**src/rtl/pll_drp_sequencer.sv**
```systemverilog
`default_nettype none
// ============================================================================
// Module      : pll_drp_sequencer
// Description : Reprograms a PLLE3_ADV over its DRP. Holds the PLL in reset,
//               read-modify-writes a small table of masked register updates,
//               releases reset and waits for lock, with DRDY/lock timeouts.
// Revision    : 1.0 - initial release
// ============================================================================
module pll_drp_sequencer #(
    parameter int ENTRIES      = 8,
    parameter int DRDY_TIMEOUT = 64,
    parameter int LOCK_TIMEOUT = 65535
) (
    input  logic                       clk,
    input  logic                       rst,
    input  logic                       cfg_we,
    input  logic [$clog2(ENTRIES)-1:0] cfg_idx,
    input  logic [6:0]                 cfg_daddr,
    input  logic [15:0]                cfg_mask,
    input  logic [15:0]                cfg_data,
    input  logic [$clog2(ENTRIES):0]   cfg_count,
    input  logic                       start,
    output logic                       busy,
    output logic                       done,
    output logic                       error,
    output logic [1:0]                 err_code,
    output logic                       pll_rst,
    output logic [6:0]                 daddr,
    output logic [15:0]                di,
    output logic                       den,
    output logic                       dwe,
    input  logic [15:0]                do_i,
    input  logic                       drdy,
    input  logic                       locked
);

    localparam int c_IW = $clog2(ENTRIES);
    localparam int c_CW = c_IW + 1;

    localparam logic [15:0] c_DRDY_LIMIT = 16'(DRDY_TIMEOUT - 1);
    localparam logic [15:0] c_LOCK_LIMIT = 16'(LOCK_TIMEOUT - 1);

    localparam logic [3:0] c_S_IDLE    = 4'd0;
    localparam logic [3:0] c_S_RST     = 4'd1;
    localparam logic [3:0] c_S_RD      = 4'd2;
    localparam logic [3:0] c_S_RD_W    = 4'd3;
    localparam logic [3:0] c_S_WR      = 4'd4;
    localparam logic [3:0] c_S_WR_W    = 4'd5;
    localparam logic [3:0] c_S_RELEASE = 4'd6;
    localparam logic [3:0] c_S_LOCK    = 4'd7;
    localparam logic [3:0] c_S_ERR     = 4'd8;

    // Register table (not reset; contents are defined only once written)
    logic [6:0]  r_tbl_daddr [ENTRIES];
    logic [15:0] r_tbl_mask  [ENTRIES];
    logic [15:0] r_tbl_data  [ENTRIES];

    logic [3:0]      r_state;
    logic [c_IW-1:0] r_idx;
    logic [c_CW-1:0] r_n;
    logic [15:0]     r_timer;
    logic            r_busy;
    logic            r_done;
    logic            r_error;
    logic [1:0]      r_err_code;
    logic            r_pll_rst;
    logic [6:0]      r_daddr;
    logic [15:0]     r_di;
    logic            r_den;
    logic            r_dwe;

    logic [c_CW-1:0] w_idx_next;
    logic            w_last;
    logic [15:0]     w_merged;
    logic [15:0]     w_timer_inc;

    assign w_idx_next  = {1'b0, r_idx} + c_CW'(1);
    assign w_last      = (w_idx_next == r_n);
    // Masked bits come from the PLL, the rest from the table entry
    assign w_merged    = (do_i & r_tbl_mask[r_idx]) | (r_tbl_data[r_idx] & ~r_tbl_mask[r_idx]);
    assign w_timer_inc = (r_timer == 16'hFFFF) ? r_timer : r_timer + 16'd1;

    // Table writes are accepted only while no sequence is running
    always_ff @(posedge clk) begin
        if (cfg_we && !r_busy) begin
            r_tbl_daddr[cfg_idx] <= cfg_daddr;
            r_tbl_mask[cfg_idx]  <= cfg_mask;
            r_tbl_data[cfg_idx]  <= cfg_data;
        end
    end

    // Sequencer FSM; every output is set on entry to the state that owns it
    always_ff @(posedge clk or posedge rst) begin
        if (rst) begin
            r_state    <= c_S_IDLE;
            r_idx      <= '0;
            r_n        <= '0;
            r_timer    <= '0;
            r_busy     <= 1'b0;
            r_done     <= 1'b0;
            r_error    <= 1'b0;
            r_err_code <= 2'd0;
            r_pll_rst  <= 1'b0;
            r_daddr    <= '0;
            r_di       <= '0;
            r_den      <= 1'b0;
            r_dwe      <= 1'b0;
        end else begin
            r_done <= 1'b0;
            case (r_state)
                c_S_IDLE: begin
                    if (start) begin
                        r_n        <= cfg_count;
                        r_idx      <= '0;
                        r_error    <= 1'b0;
                        r_err_code <= 2'd0;
                        r_busy     <= 1'b1;
                        r_pll_rst  <= 1'b1;
                        r_state    <= c_S_RST;
                    end
                end
                c_S_RST: begin
                    if (r_n == '0) begin
                        r_pll_rst <= 1'b0;
                        r_state   <= c_S_RELEASE;
                    end else begin
                        r_den   <= 1'b1;
                        r_dwe   <= 1'b0;
                        r_daddr <= r_tbl_daddr[r_idx];
                        r_state <= c_S_RD;
                    end
                end
                c_S_RD: begin
                    r_den   <= 1'b0;
                    r_timer <= '0;
                    r_state <= c_S_RD_W;
                end
                c_S_RD_W: begin
                    if (drdy) begin
                        r_di    <= w_merged;
                        r_den   <= 1'b1;
                        r_dwe   <= 1'b1;
                        r_state <= c_S_WR;
                    end else if (r_timer == c_DRDY_LIMIT) begin
                        r_err_code <= 2'd1;
                        r_error    <= 1'b1;
                        r_busy     <= 1'b0;
                        r_pll_rst  <= 1'b1;
                        r_state    <= c_S_ERR;
                    end else begin
                        r_timer <= w_timer_inc;
                    end
                end
                c_S_WR: begin
                    r_den   <= 1'b0;
                    r_dwe   <= 1'b0;
                    r_timer <= '0;
                    r_state <= c_S_WR_W;
                end
                c_S_WR_W: begin
                    if (drdy) begin
                        r_idx <= w_idx_next[c_IW-1:0];
                        if (w_last) begin
                            r_pll_rst <= 1'b0;
                            r_state   <= c_S_RELEASE;
                        end else begin
                            r_den   <= 1'b1;
                            r_daddr <= r_tbl_daddr[w_idx_next[c_IW-1:0]];
                            r_state <= c_S_RD;
                        end
                    end else if (r_timer == c_DRDY_LIMIT) begin
                        r_err_code <= 2'd1;
                        r_error    <= 1'b1;
                        r_busy     <= 1'b0;
                        r_pll_rst  <= 1'b1;
                        r_state    <= c_S_ERR;
                    end else begin
                        r_timer <= w_timer_inc;
                    end
                end
                c_S_RELEASE: begin
                    r_timer <= '0;
                    r_state <= c_S_LOCK;
                end
                c_S_LOCK: begin
                    if (locked) begin
                        r_done  <= 1'b1;
                        r_busy  <= 1'b0;
                        r_state <= c_S_IDLE;
                    end else if (r_timer == c_LOCK_LIMIT) begin
                        r_err_code <= 2'd2;
                        r_error    <= 1'b1;
                        r_busy     <= 1'b0;
                        r_pll_rst  <= 1'b1;
                        r_state    <= c_S_ERR;
                    end else begin
                        r_timer <= w_timer_inc;
                    end
                end
                c_S_ERR: begin
                    // PLL stays held in reset until the next sequence releases it
                    r_state <= c_S_IDLE;
                end
                default: r_state <= c_S_IDLE;
            endcase
        end
    end

    assign busy     = r_busy;
    assign done     = r_done;
    assign error    = r_error;
    assign err_code = r_err_code;
    assign pll_rst  = r_pll_rst;
    assign daddr    = r_daddr;
    assign di       = r_di;
    assign den      = r_den;
    assign dwe      = r_dwe;

endmodule
`default_nettype wire

```
**config.mk**
```make
export PLATFORM = sky130hd
export DESIGN_NAME = pll_drp_sequencer
export DESIGN_NICKNAME = d
export VERILOG_FILES = /design/src/rtl/pll_drp_sequencer.sv
export SDC_FILE = /design/constraint.sdc
export NUM_CORES = 1
export LEC_CHECK = 0
export ABC_CLOCK_PERIOD_IN_PS = 3800
export BUFFER_PORTS_ARGS = -buffer_cell sky130_fd_sc_hd__buf_2
export CAP_MARGIN = 30
export CORE_UTILIZATION = 45
export DETAILED_ROUTE_END_ITERATION = 6
export SETUP_SLACK_MARGIN = 0.4
export SLEW_MARGIN = 20
export SYNTH_ARGS = -nofsm -noshare
export SYNTH_HDL_FRONTEND = slang
export SYNTH_SLANG_ARGS = --single-unit
export TNS_END_PERCENT = 1
```
**constraint.sdc**
```tcl
create_clock -name clk -period 3.8 [get_ports clk]
set_clock_uncertainty 0.05 [all_clocks]
set_input_delay 0.57 -clock clk [delete_from_list [all_inputs] [get_ports clk]]
set_output_delay 0.57 -clock clk [all_outputs]
set_load 0.1 [all_outputs]
```
**Yosys cells after proc, flatten, opt, wreduce, memory -nomap -nowiden**

Memory sizes are Yosys's and may differ from the RTL's.
Index checks and enable logic that the tools add are counted.

- Register bits after elaboration: 58
- Latch bits: 0
- Memory bits (writable): 312
- Bits in read-only memories: 0
- Input port bits: 68
- Output and inout bits: 31
- Logic and storage cells: 130
- Memories kept: 3

- Add/sub/neg operators: 2
- Multipliers: 0
- Divide/modulo/power cells: 0
- $lt $le $gt $ge: 0
- Equal/unequal tests: 26
- Shifts and indexed selects: 0
- Mux-type cells: 57
- Bitwise logic cells: 4
- Reductions and logical operators: 25

Memory list:

| memory | depth | width | read ports | clocked after memory_dff | write ports | RTL line | text |
|---|---|---|---|---|---|---|---|
| r_tbl_data | 8 | 16 | 1 | 0 | 1 | 56 | `logic [15:0] r_tbl_data [ENTRIES];` |
| r_tbl_mask | 8 | 16 | 1 | 0 | 1 | 55 | `logic [15:0] r_tbl_mask [ENTRIES];` |
| r_tbl_daddr | 8 | 7 | 2 | 0 | 1 | 54 | `logic [6:0] r_tbl_daddr [ENTRIES];` |

Operators by type and width:

| cell | number |
|---|---|
| $mux 16 | 5 |
| $pmux 16 s3 | 1 |
| $and 16x16->16 | 2 |
| $eq 16x16->1 const B | 2 |
| $pmux 4 s8 | 1 |
| $mux 1 | 24 |
| $mux 4 | 6 |
| $ne 2x2->1 const B | 12 |
| $mux 7 | 3 |
| $add 16x1->16 const B | 1 |
| $eq 16x6->1 const B | 1 |
| $eq 4x3->1 const B | 4 |
| $not 16->16 | 1 |
| $or 16x16->16 | 1 |
| $reduce_and 5->1 | 3 |
| $pmux 7 s2 | 1 |
| $mux 3 | 4 |
| $mux 2 | 5 |
| $pmux 1 s3 | 3 |
| $reduce_bool 3->1 | 3 |
| $eq 4x2->1 const B | 2 |
| $logic_not 4->1 | 2 |
| $reduce_and 7->1 | 1 |
| $ne 3x3->1 const B | 2 |
| 19 further kinds | 24 |

**Depth between registers and ports, before layout**

Gate-level depths: netlist of the first run.

- Depth after elaboration: 5
- Gate-level depth with buffers: 10
- Depth with buffers taken out: 8

**Least setup slack after synthesis of the first run**

OpenSTA, ideal clock, no wires.

- Kind: reg-to-reg
- Start point: reg r_busy (netlist: busy)
- End point: mem r_tbl_daddr[0][0] (enable)
- Arrival: 4056 ps
- Required time: 3266 ps
- Setup slack: -790 ps
- Cell stages (with the launch flop): 3
- Buffers on the path: 0
- Period minus slack after synthesis: 4590 ps
- Cell sequence: dfrtp_1 or3b_2 nor3_1

- Cells in the longest elaborated chain, start to end: 4

Ends and longest elaborated chain:

| item | RTL line | text |
|---|---|---|
| from (decl) | 62 | `logic r_busy;` |
| from (signal assigned) | 99 | `r_busy <= 1'b0;` |
| from (signal assigned) | 117 | `r_busy <= 1'b1;` |
| from (signal assigned) | 147 | `r_busy <= 1'b0;` |
| $logic_not 1->1 | 85 | `if (cfg_we && !r_busy) begin` |
| $logic_and 1x1->1 | 85 |  |
| $mux 1 | 85 |  |
| $mux 1 (implied by the code) | 86 | `r_tbl_daddr[cfg_idx] <= cfg_daddr;` |
| to (decl) | 54 |  |

Every way passes these cells.

**Worst setup path in the final report of the first run**

- Start point: reg r_timer[0]
- End point: reg r_timer[9]

- Cells in the longest elaborated chain, start to end: 5

Ends and longest elaborated chain:

| item | RTL line | text |
|---|---|---|
| from (decl) | 61 | `logic [15:0] r_timer;` |
| from (signal assigned) | 151 | `r_timer <= w_timer_inc;` |
| from (signal assigned) | 178 | `r_timer <= w_timer_inc;` |
| from (signal assigned) | 197 | `r_timer <= w_timer_inc;` |
| $add 16x1->16 / $eq 16x16->1 (equally long branches) | 81 | `assign w_timer_inc = (r_timer == 16'hFFFF) ? r_timer : r_timer + 16'd1;` |
| $mux 16 | 81 |  |
| $mux 16, on equally long branches | 190, 144, 171 |  |
| $mux 16, on equally long branches | 186, 161 |  |
| $pmux 16 s3 | 110 | `case (r_state)` |

Several ways; a longest one is shown, not always the timed one. The select of a mux whose other input is x is not followed.
A chain may end at the register's enable or synchronous reset.

==> impl_metrics.env, run 1 <==
export IMPL_status="finished, final reports clean"
export IMPL_netlist_area_leader_share_pct=61.1
export IMPL_min_to="r_n[1]"
export IMPL_core_um2=33500
export IMPL_drv_cap=0
export IMPL_synthFlopType="edfxtp_1"
export IMPL_dp_hpwl_um=18300
export IMPL_grt_pass1_wl_um=48800
export IMPL_drt_total_wl_um=31400
export IMPL_gr_total_overflow=0
export IMPL_clkTransAtPathRegs_ns=0.06
export IMPL_ir_drop_uv=550
export IMPL_synthArstFlopShare_pct=15.7
export IMPL_hold_viol=0
export IMPL_cts_root_buf="clkbuf_16"
export IMPL_p_leak_nw=6.03
export IMPL_synth_largest_area_cell="edfxtp_1"
export IMPL_stdcell_count=1442
export IMPL_reg2reg_to="r_timer[9]"
export IMPL_cts_made_buffers=39
export IMPL_worstRegToRegCells=7
export IMPL_vias_per_cell=5.55
export IMPL_final_util_pct=52.8
export IMPL_avgSynthCellArea_um2=18.1
export IMPL_gp_congestion=0.877
export IMPL_worst_slew_pin_slew_ns=0.784
export IMPL_drt_initial_drc_count=630
export IMPL_clock_sinks=370
export IMPL_rsz0062_at_grt="false"
export IMPL_power_density_nw_per_um2=714
export IMPL_grt_total_usage_pct=18.5
export IMPL_dieArea_um2=34800
export IMPL_critPathRequiredTime_ns=4.21
export IMPL_ant_nets=0
export IMPL_h_tree_depth=2
export IMPL_synth_warnings=0
export IMPL_antenna_found_initial=5
export IMPL_tns_ns=0
export IMPL_rrSetupSlack_ns=1.13
export IMPL_grt_pass1_vias=8098
export IMPL_critPathKind="register to register"
export IMPL_cp_end_kind="register"
export IMPL_rows=67
export IMPL_dr_pass1_iters=4
export IMPL_num_vias=7998
export IMPL_setup_violations=0
export IMPL_syn_inst=847
export IMPL_yosysUniqueCellTypes=64
export IMPL_wl_per_cell_um=21.8
export IMPL_grt_max_degree=70
export IMPL_final_period_utilization_pct=70.1
export IMPL_post_cts_setup_buffers=0
export IMPL_syn_nets=918
export IMPL_hp_start="cfg_count[1]"
export IMPL_area_delta_synth_final_pct=15.5
export IMPL_hold_depth=2
export IMPL_cts_tree="built"
export IMPL_max_freq_mhz=375
export IMPL_post_synth_top_count_cell="edfxtp_1"
export IMPL_start_util_pct=45.8
export IMPL_worst_path_max_fanout=22
export IMPL_relSlewSlack_pct=47.6
export IMPL_report_final_slew_viol_count=0
export IMPL_dp_slack_ns=1.10
export IMPL_arrival_ns=3.07
export IMPL_ioPinCount=99
export IMPL_synthTopCellsByCount="edfxtp_1 (312), mux4_2 (92), nand2_1 (67), dfrtp_1 (58), o21ai_0 (31)"
export IMPL_ys_seq_elements=370
export IMPL_synth_area_top_cells="edfxtp_1 (61%), mux4_2 (14%), dfrtp_1 (9.5%)"
export IMPL_die_w_um=187
export IMPL_r2r_start="r_timer[0]"
export IMPL_drcViolationCount=0
export IMPL_clock_path_buffers=3
export IMPL_period_minus_slack_ns=2.67
export IMPL_yosysSeqAreaShare_pct=70.5
export IMPL_drive_gt1_share_pct=32.9
export IMPL_synth_cell_area_um2=15300
export IMPL_hold_path_class="input port to register"
export IMPL_synth_edf_count=312
export IMPL_clk_insertion_delay_late_ns=0.53
export IMPL_port_buffers=98
export IMPL_die_h_um=187
export IMPL_nets=1033
export IMPL_dp_cells=1368
export IMPL_worst_hold_slack_ns=0.241
export IMPL_setup_slack_ns=1.13
export IMPL_crit_path_start_kind="register"
kinds of logic (layout without fill, tap and decap cells):
group                      count (synthesis)  in the layout  synth area share [%]
and+or+nand+nor                          169            169                  5.61
adders and majority gates                  3              3                 0.245
other                                      0              2                     0
DFF                                      370            370                  70.5
buffers and inverters                     53            198                  1.99
muxes                                    145            145                  17.3
AOI/OAI and AO/OA                        100            100                  3.82
xor gates and xnor gates                   7              7                 0.546
critical path, stage by stage (launching register included):
cell      delay [ns]
dfrtp_1         0.42
ha_1            0.27
nor4bb_1        0.16
a41oi_1         0.38
nand2b_2        0.25
nand3_2         0.32
or4_1           0.58
a21oi_1         0.14
worst max path at each step:
stage,startpoint,end,slack (ns),cells past startpoint
after floorplan,busy,r_tbl_daddr[1][0],-0.53,2
after global placement,r_idx[0],pll_rst,1.14,8
after global routing,r_idx[0],pll_rst,0.86,8
final,r_timer[0],r_timer[9],1.13,7
after detailed placement,r_idx[0],pll_rst,1.10,8
after CTS,r_idx[0],pll_rst,1.08,8
where the power goes:
part / internal, mW / switching [mW]
logic: 1.30 / 2.38
clock network: 2.33 / 1.54
registers: 4.75 / 0.352
total: 8.39 / 4.27
cells in the final DEF (no fill, tap or decap), drive strengths merged, types with 2 or more instances in the layout:
cell      netlist  layout
and2            2       2
nor2           25      25
inv             7       7
or3b            4       4
or4             4       4
a21o            2       2
nor2b           2       2
mux4           92      92
clkinv          0      15
or3             9       9
nand4          11      11
mux2i          23      23
buf            31     119
and3            5       5
o31ai           6       6
clkbuf         15      49
a21boi          2       2
nor4            5       5
edfxtp        312     312
nand3          17      17
a41oi           2       2
a31oi           3       3
bufinv          0       5
nand2b          4       4
o21ai          60      60
diode           0       2
nor3            6       6
nand2          67      67
ha              3       3
mux2           30      30
dfrtp          58      58
xor2            5       5
clkinvlp        0       2
a21oi          17      17
registers in the layout, indices dropped and copies added (netlist names), 2 cells and up:
register and cells:
di 16, err_code 2, r_timer 16, r_tbl_data 128, r_idx 3, r_n 4
r_tbl_daddr 56, r_state 4, r_tbl_mask 128, daddr 7
cell type report:
cell class              instances  area (um^2)
fillers                      2736        15800
flip-flops and latches        370        10800
multi-input cells             424         4280
clock buffers                  49         1060
repair buffers                120          696
well taps                     448          561
clock inverters                22          260
inverters                       7         26.3
diodes                          2         5.00
repair_timing:
| action | 4_1_cts | 5_1_grt |
|---|---|---|
| resized for setup | 0 | 0 |
| hold buffers | 1 | 0 |
| setup endpoints to repair | 0 | 0 |
| hold endpoints to repair | 1 | 0 |
metal layers:
metal	GRT usage, %	vias to the layer above	part of all wire (%)
li1	-	3641	-
met1	25.4	4112	45
met2	30.5	184	48
met3	3.71	53	4.8
met4	4.51	8	1.7
met5	0	-	0.11
stage by stage:
stage | instance area [um^2] | total power [mW]
after floorplan | 15300 | 8.19
after global placement | 16400 | 8.88
after CTS | 17700 | 12.8
after detailed placement | 16400 | 8.92
after global routing | 17700 | 13.2
final | 17700 | 12.7
No activity file was read; power rests on OpenSTA's default activity.
==> inputs of run 2 (changes only) <==
ABC_CLOCK_PERIOD_IN_PS = 2700   (was 3800)
clock period = 2.7 ns   (was 3.8 ns; I/O delays follow)
==> run 2 against run 1 <==
Effect of this change:
- die area unchanged
- sequential power grew 38%
- utilization up 0.52 points
- first-iteration DRC count fell by 29%
- fmax up 19%
- global-route usage shrank 0.37 points
- setup slack worse by 0.68 ns
- wire length shrank 1.4%
- clock-buffer cell count decreased by 1
- critical path type unchanged
- largest power group unchanged
==> impl_metrics.env, run 2 (synthesis results as in run 1) <==
export IMPL_status="finished, final reports clean"
export IMPL_antenna_found_initial=3
export IMPL_report_final_slew_viol_count=0
export IMPL_arrival_ns=2.66
export IMPL_dp_cells=1377
export IMPL_grt_max_degree=41
export IMPL_vias_per_cell=5.50
export IMPL_dr_pass1_iters=5
export IMPL_fin_area_um2=17900
export IMPL_ir_drop_uv=752
export IMPL_critPathMaxStageDelay_ns=0.51
export IMPL_nets=1049
export IMPL_worstRegToRegCells=7
export IMPL_drt_total_wl_um=31000
export IMPL_reg2reg_to="r_timer[13]"
export IMPL_worst_hold_slack_ns=0.0275
export IMPL_drive_gt1_share_pct=33.6
export IMPL_pwr_share_comb_pct=31.8
export IMPL_r2r_start="r_timer[0]"
export IMPL_gr_total_overflow=0
export IMPL_cts_root_buf="clkbuf_16"
export IMPL_worst_path_max_fanout=5
export IMPL_hold_depth=2
export IMPL_intPower_mw=11.6
export IMPL_hold_viol=0
export IMPL_grt_pass1_wl_um=48400
export IMPL_crit_path_start_kind="register"
export IMPL_layout_common_cells="edfxtp_1 (312), buf_2 (98), mux4_2 (92)"
export IMPL_wl_per_cell_um=21.2
export IMPL_worst_slew_pin_slew_ns=0.654
export IMPL_h_tree_depth=2
export IMPL_rsz0062_at_grt="true"
export IMPL_rows=67
export IMPL_cp_slowest_cell="or4_1"
export IMPL_die_w_um=187
export IMPL_ant_nets=0
export IMPL_start_util_pct=45.8
export IMPL_num_vias=8029
export IMPL_final_period_utilization_pct=83.0
export IMPL_swShare_pct=34.3
export IMPL_ioPinCount=99
export IMPL_cp_end_kind="register"
export IMPL_drv_cap=0
export IMPL_dieArea_um2=34800
export IMPL_dpl_cell_area_um2=16600
export IMPL_drcViolationCount=0
export IMPL_grt_pass1_vias=8337
export IMPL_p_leak_nw=6.08
export IMPL_cts_tree="built"
export IMPL_hp_start="cfg_count[2]"
export IMPL_critPathKind="register to register"
export IMPL_switching_power_mw=6.06
export IMPL_max_freq_mhz=446
export IMPL_gp_congestion=0.834
export IMPL_die_h_um=187
export IMPL_dp_hpwl_um=18100
export IMPL_path_cells="ha_2 > nand4_1 > nor4_1 > a211oi_2 > nand4b_1 > or4_1 > a21oi_1"
export IMPL_clk_insertion_delay_late_ns=0.55
export IMPL_setup_violations=0
export IMPL_clock_sinks=370
export IMPL_layout_commonest_cell="edfxtp_1"
export IMPL_core_um2=33500
export IMPL_critPathRequiredTime_ns=3.12
export IMPL_period_minus_slack_ns=2.24
export IMPL_tns_ns=0
export IMPL_top_regs="r_tbl_data (128), r_tbl_mask (128), r_tbl_daddr (56)"
export IMPL_cts_made_buffers=39
export IMPL_grt_total_usage_pct=18.1
export IMPL_area_delta_synth_final_pct=16.6
export IMPL_stdcell_count=1459
export IMPL_power_density_nw_per_um2=986
export IMPL_clkTransAtPathRegs_ns=0.06
export IMPL_relSlewSlack_pct=56.4
export IMPL_drt_initial_drc_count=449
export IMPL_port_buffers=98
export IMPL_rrSetupSlack_ns=0.46
export IMPL_hold_path_class="input port to register"
export IMPL_clkPwrFrac_pct=28.3
export IMPL_sequentialPowerShare_pct=39.8
export IMPL_clock_path_buffers=3
export IMPL_min_to="r_n[2]"
run 2: cell types whose count changed in the layout (fill, tap and decap cells not counted), sizes merged:
cell / previous run / this run
buf: 119 / 135
clkbuf: 49 / 48
clkinvlp: 2 / 1
clkinv: 15 / 19
inv: 7 / 10
bufinv: 5 / 1
run 2: worst max path at each step:
stage	start	end	depth (start not counted)
after detailed placement	r_timer[0]	r_timer[11]	8
after global placement	r_timer[0]	r_timer[14]	8
after global routing	r_timer[0]	r_timer[13]	7
final	r_timer[0]	r_timer[13]	7
after floorplan	busy	r_tbl_daddr[0][0]	2
after CTS	r_timer[0]	r_timer[11]	8
run 2: timing repair:
| action | in CTS | in global routing |
|---|---|---|
| hold buffers | 1 | 0 |
| setup buffers | 2 | 5 |
| gates resized for setup | 0 | 9 |
| setup endpoints to repair | 9 | 20 |
| endpoints found under the hold margin | 21 | 0 |
| pin swaps | 3 | 2 |
run 2: stage by stage:
stage	total power [mW]	util, %	worst slack, ns
after floorplan	11.5	-	0.113
after global placement	12.6	49.5	0.349
after detailed placement	12.7	49.5	0.252
after CTS	17.8	53.1	0.407
after global routing	18.5	53.4	0.345
final	17.6	53.4	0.459
run 2: layout make-up:
class	count	area [um^2]
repair buffers	136	945
inverters	7	26.3
clock buffers	48	1030
diodes	2	5.00
flip-flops and latches	370	10800
well taps	448	561
fillers	2701	15600
clock inverters	24	168
multi-input cells	424	4330
run 2: power by group through the flow:
stage	clock, mW	combinational (mW)	sequential [mW]
floorplan	0	3.03	8.51
global placement	0	5.52	7.13
detailed placement	0	5.57	7.14
CTS	5.12	5.61	7.03
global route	5.35	6.03	7.09
finish	5.00	5.62	7.03
run 2: worst max-delay path: cells and delay by family, from the launching register on:
family	cells	cell delay, ns
flops	1	0.42
simple gates	4	0.93
fa+ha+maj	1	0.24
compound gates	2	0.54
run 2: layer usage:
metal | vias up | global-route usage, % | share of wire (%)
met1 | 4125 | 24.3 | 44
met4 | 4 | 4.89 | 1.8
met3 | 50 | 3.61 | 4.4
met5 | - | 0 | 0.055
li1 | 3685 | - | -
met2 | 165 | 30.4 | 49
==> inputs of run 3 (changes only) <==
ABC_AREA = 1   (was unset)
ABC_CLOCK_PERIOD_IN_PS = 2040   (was 2700)
clock period = 2.04 ns   (was 2.7 ns; I/O delays follow)
==> run 3 against run 2 <==
Effect of this change:
- clock-buffer cell count rose by 6
- setup slack got worse by 0.25 ns
- sequential share of layout area fell by 5.9 points
- wire length rose by 35%
- critical endpoint is now den
- die area rose by 5.9%
- clock power rose by 40%
- global-route usage rose by 4.6 points
==> impl_metrics.env, run 3 <==
export IMPL_drcViolationCount=0
export IMPL_max_freq_mhz=546
export IMPL_drt_total_wl_um=41900
export IMPL_syn_nets=1673
export IMPL_synth_largest_area_cell="edfxtp_1"
export IMPL_rsz0062_at_grt="true"
export IMPL_grt_total_usage_pct=22.8
export IMPL_nets=1837
export IMPL_cp_slowest_cell="dfrtp_4"
export IMPL_synth_cell_area_um2=16300
export IMPL_ioPinCount=99
export IMPL_dp_hpwl_um=23300
export IMPL_num_vias=11900
export IMPL_cp_end_kind="register"
export IMPL_h_tree_depth=2
export IMPL_worst_slew_pin_slew_ns=0.495
export IMPL_synthTopCellsByCount="nand2_1 (367), nor2_1 (327), edfxtp_1 (312), o21ai_0 (161), nand3_1 (112)"
export IMPL_clkTransAtPathRegs_ns=0.06
export IMPL_cts_root_buf="clkbuf_16"
export IMPL_path_cells="buf_6 > ha_4 > inv_4 > nand2_2 > nand2_2 > nor2_4 > buf_4 > buf_4 > nand4_1 > nand3_1 > a21oi_1"
export IMPL_worstRegToRegCells=11
export IMPL_netlist_area_leader_share_pct=57.6
export IMPL_gp_congestion=0.876
export IMPL_drive_gt1_share_pct=16.9
export IMPL_synthFlopType="edfxtp_1"
export IMPL_die_h_um=192
export IMPL_clock_sinks=370
export IMPL_hold_viol=0
export IMPL_tns_ns=0
export IMPL_port_buffers=98
export IMPL_synthArstFlopShare_pct=15.7
export IMPL_rows=69
export IMPL_post_synth_top_count_cell="nand2_1"
export IMPL_top_regs="r_tbl_data (128), r_tbl_mask (128), r_tbl_daddr (56)"
export IMPL_period_minus_slack_ns=1.83
export IMPL_vias_per_cell=5.28
export IMPL_die_w_um=192
export IMPL_clk_insertion_delay_late_ns=0.53
export IMPL_power_density_nw_per_um2=1420
export IMPL_worst_hold_slack_ns=0.0312
export IMPL_start_util_pct=45.7
export IMPL_setup_violations=0
export IMPL_grt_max_degree=68
export IMPL_relSlewSlack_pct=67.0
export IMPL_report_final_slew_viol_count=0
export IMPL_ys_seq_elements=370
export IMPL_clock_path_buffers=3
export IMPL_critPathMaxStageDelay_ns=0.50
export IMPL_p_leak_nw=7.94
export IMPL_cts_made_buffers=40
export IMPL_layout_common_cells="nand2_1 (341), nor2_1 (312), edfxtp_1 (312)"
export IMPL_ir_drop_uv=1310
export IMPL_antenna_found_initial=5
export IMPL_crit_path_start_kind="register"
export IMPL_critPathKind="register to register"
export IMPL_critPathRequiredTime_ns=2.41
export IMPL_final_period_utilization_pct=89.8
export IMPL_grt_pass1_wl_um=63500
export IMPL_avgSynthCellArea_um2=10.2
export IMPL_gr_total_overflow=0
export IMPL_grt_pass1_vias=11200
export IMPL_ant_nets=0
export IMPL_drt_initial_drc_count=759
export IMPL_fill_cells=3071
export IMPL_worst_path_max_fanout=3
export IMPL_dr_pass1_iters=6
export IMPL_hold_path_class="input port to register"
export IMPL_wl_per_cell_um=18.5
export IMPL_dieArea_um2=36900
export IMPL_synth_warnings=0
export IMPL_syn_inst=1602
export IMPL_drv_cap=0
export IMPL_area_delta_synth_final_pct=21.9
export IMPL_cts_tree="built"
export IMPL_synth_edf_count=312
export IMPL_status="finished, final reports clean"
export IMPL_hold_depth=3
export IMPL_layout_commonest_cell="nand2_1"
export IMPL_synth_area_top_cells="edfxtp_1 (58%), dfrtp_1 (8.9%), nand2_1 (8.5%)"
export IMPL_arrival_ns=2.20
export IMPL_yosysUniqueCellTypes=26
export IMPL_core_um2=35600
export IMPL_yosysSeqAreaShare_pct=66.5
-- run 3: cell type report --
cell class              instances  area [um^2]  area share, %
multi-input cells            1087         5020           25.3
repair inverters                1         6.26         0.0315
well taps                     461          577           2.91
inverters                      69          282           1.42
clock inverters                17          174          0.877
repair buffers                197         1830           9.25
flip-flops and latches        370        10800           54.6
clock buffers                  54         1080           5.46
diodes                          6         15.0         0.0757
-- run 3: what timing repair did --
| item | CTS | global route |
|---|---|---|
| endpoints found under the hold margin | 311 | 0 |
| pin swaps | 7 | 13 |
| hold buffers | 41 | 0 |
| gates cloned | 5 | 3 |
| resized for setup | 31 | 49 |
| setup endpoints to repair | 142 | 154 |
| setup buffers | 4 | 4 |
-- run 3: logic make-up (layout without fill, tap and decap cells) --
kind of cell | after synthesis | after routing | share of synthesized area [%]
XOR/XNOR | 14 | 14 | 0.754
flip-flops | 370 | 370 | 66.5
AND/OR/NAND/NOR | 833 | 834 | 20.8
other | 0 | 6 | 0
AO/OA/AOI/OAI | 236 | 236 | 7.72
buffers and inverters | 146 | 338 | 4.01
adder cells (fa/ha/maj) | 3 | 3 | 0.231
-- run 3: critical path, delay by kind of cell, from the launching register on --
family | cells | cell delay, ns
DFF | 1 | 0.50
and+or+nand+nor | 5 | 0.41
buffers and inverters | 4 | 0.39
AOI/OAI and AO/OA | 1 | 0.06
adders and majority gates | 1 | 0.30
-- run 3: through the flow --
step / cells / setup slack, ns / util (%) / power [mW] / cell area [um^2]
floorplan: 1602 / 0.0341 / - / 17.0 / 16300
global placement: 2128 / 0.190 / 49.6 / 19.6 / 17600
detailed placement: 2128 / 0.186 / 49.6 / 19.7 / 17600
CTS: 2249 / 0.242 / 55.0 / 27.5 / 19600
global route: 2258 / 0.135 / 55.7 / 29.7 / 19800
finish: 2262 / 0.208 / 55.8 / 28.1 / 19800
-- run 3: per-layer routing --
layer	routed length [um]	track usage (%)	share of wire [%]	vias to the layer above
li1	-	-	-	5786
met1	18400	30.8	44	5677
met2	19600	37.2	47	396
met3	2610	3.80	6.2	81
met4	1230	7.78	2.9	2
met5	14	0	0.033	-
-- run 3: report_power, final --
group | internal [mW] | switching [mW]
Clock | 4.11 | 2.87
Combinational | 3.78 | 8.07
Sequential | 8.84 | 0.388
Total | 16.7 | 11.3
-- run 3: final timing paths --
kind                              end  startpoint  slack, ns
max                               den    r_idx[0]       0.21
min                              done      locked       0.03
max reg2reg                       den    r_idx[0]       0.21
min reg2reg                    di[11]      di[11]       0.42
max in group asynchronous       di[0]         rst       1.06
min in group asynchronous  r_timer[1]         rst       0.29
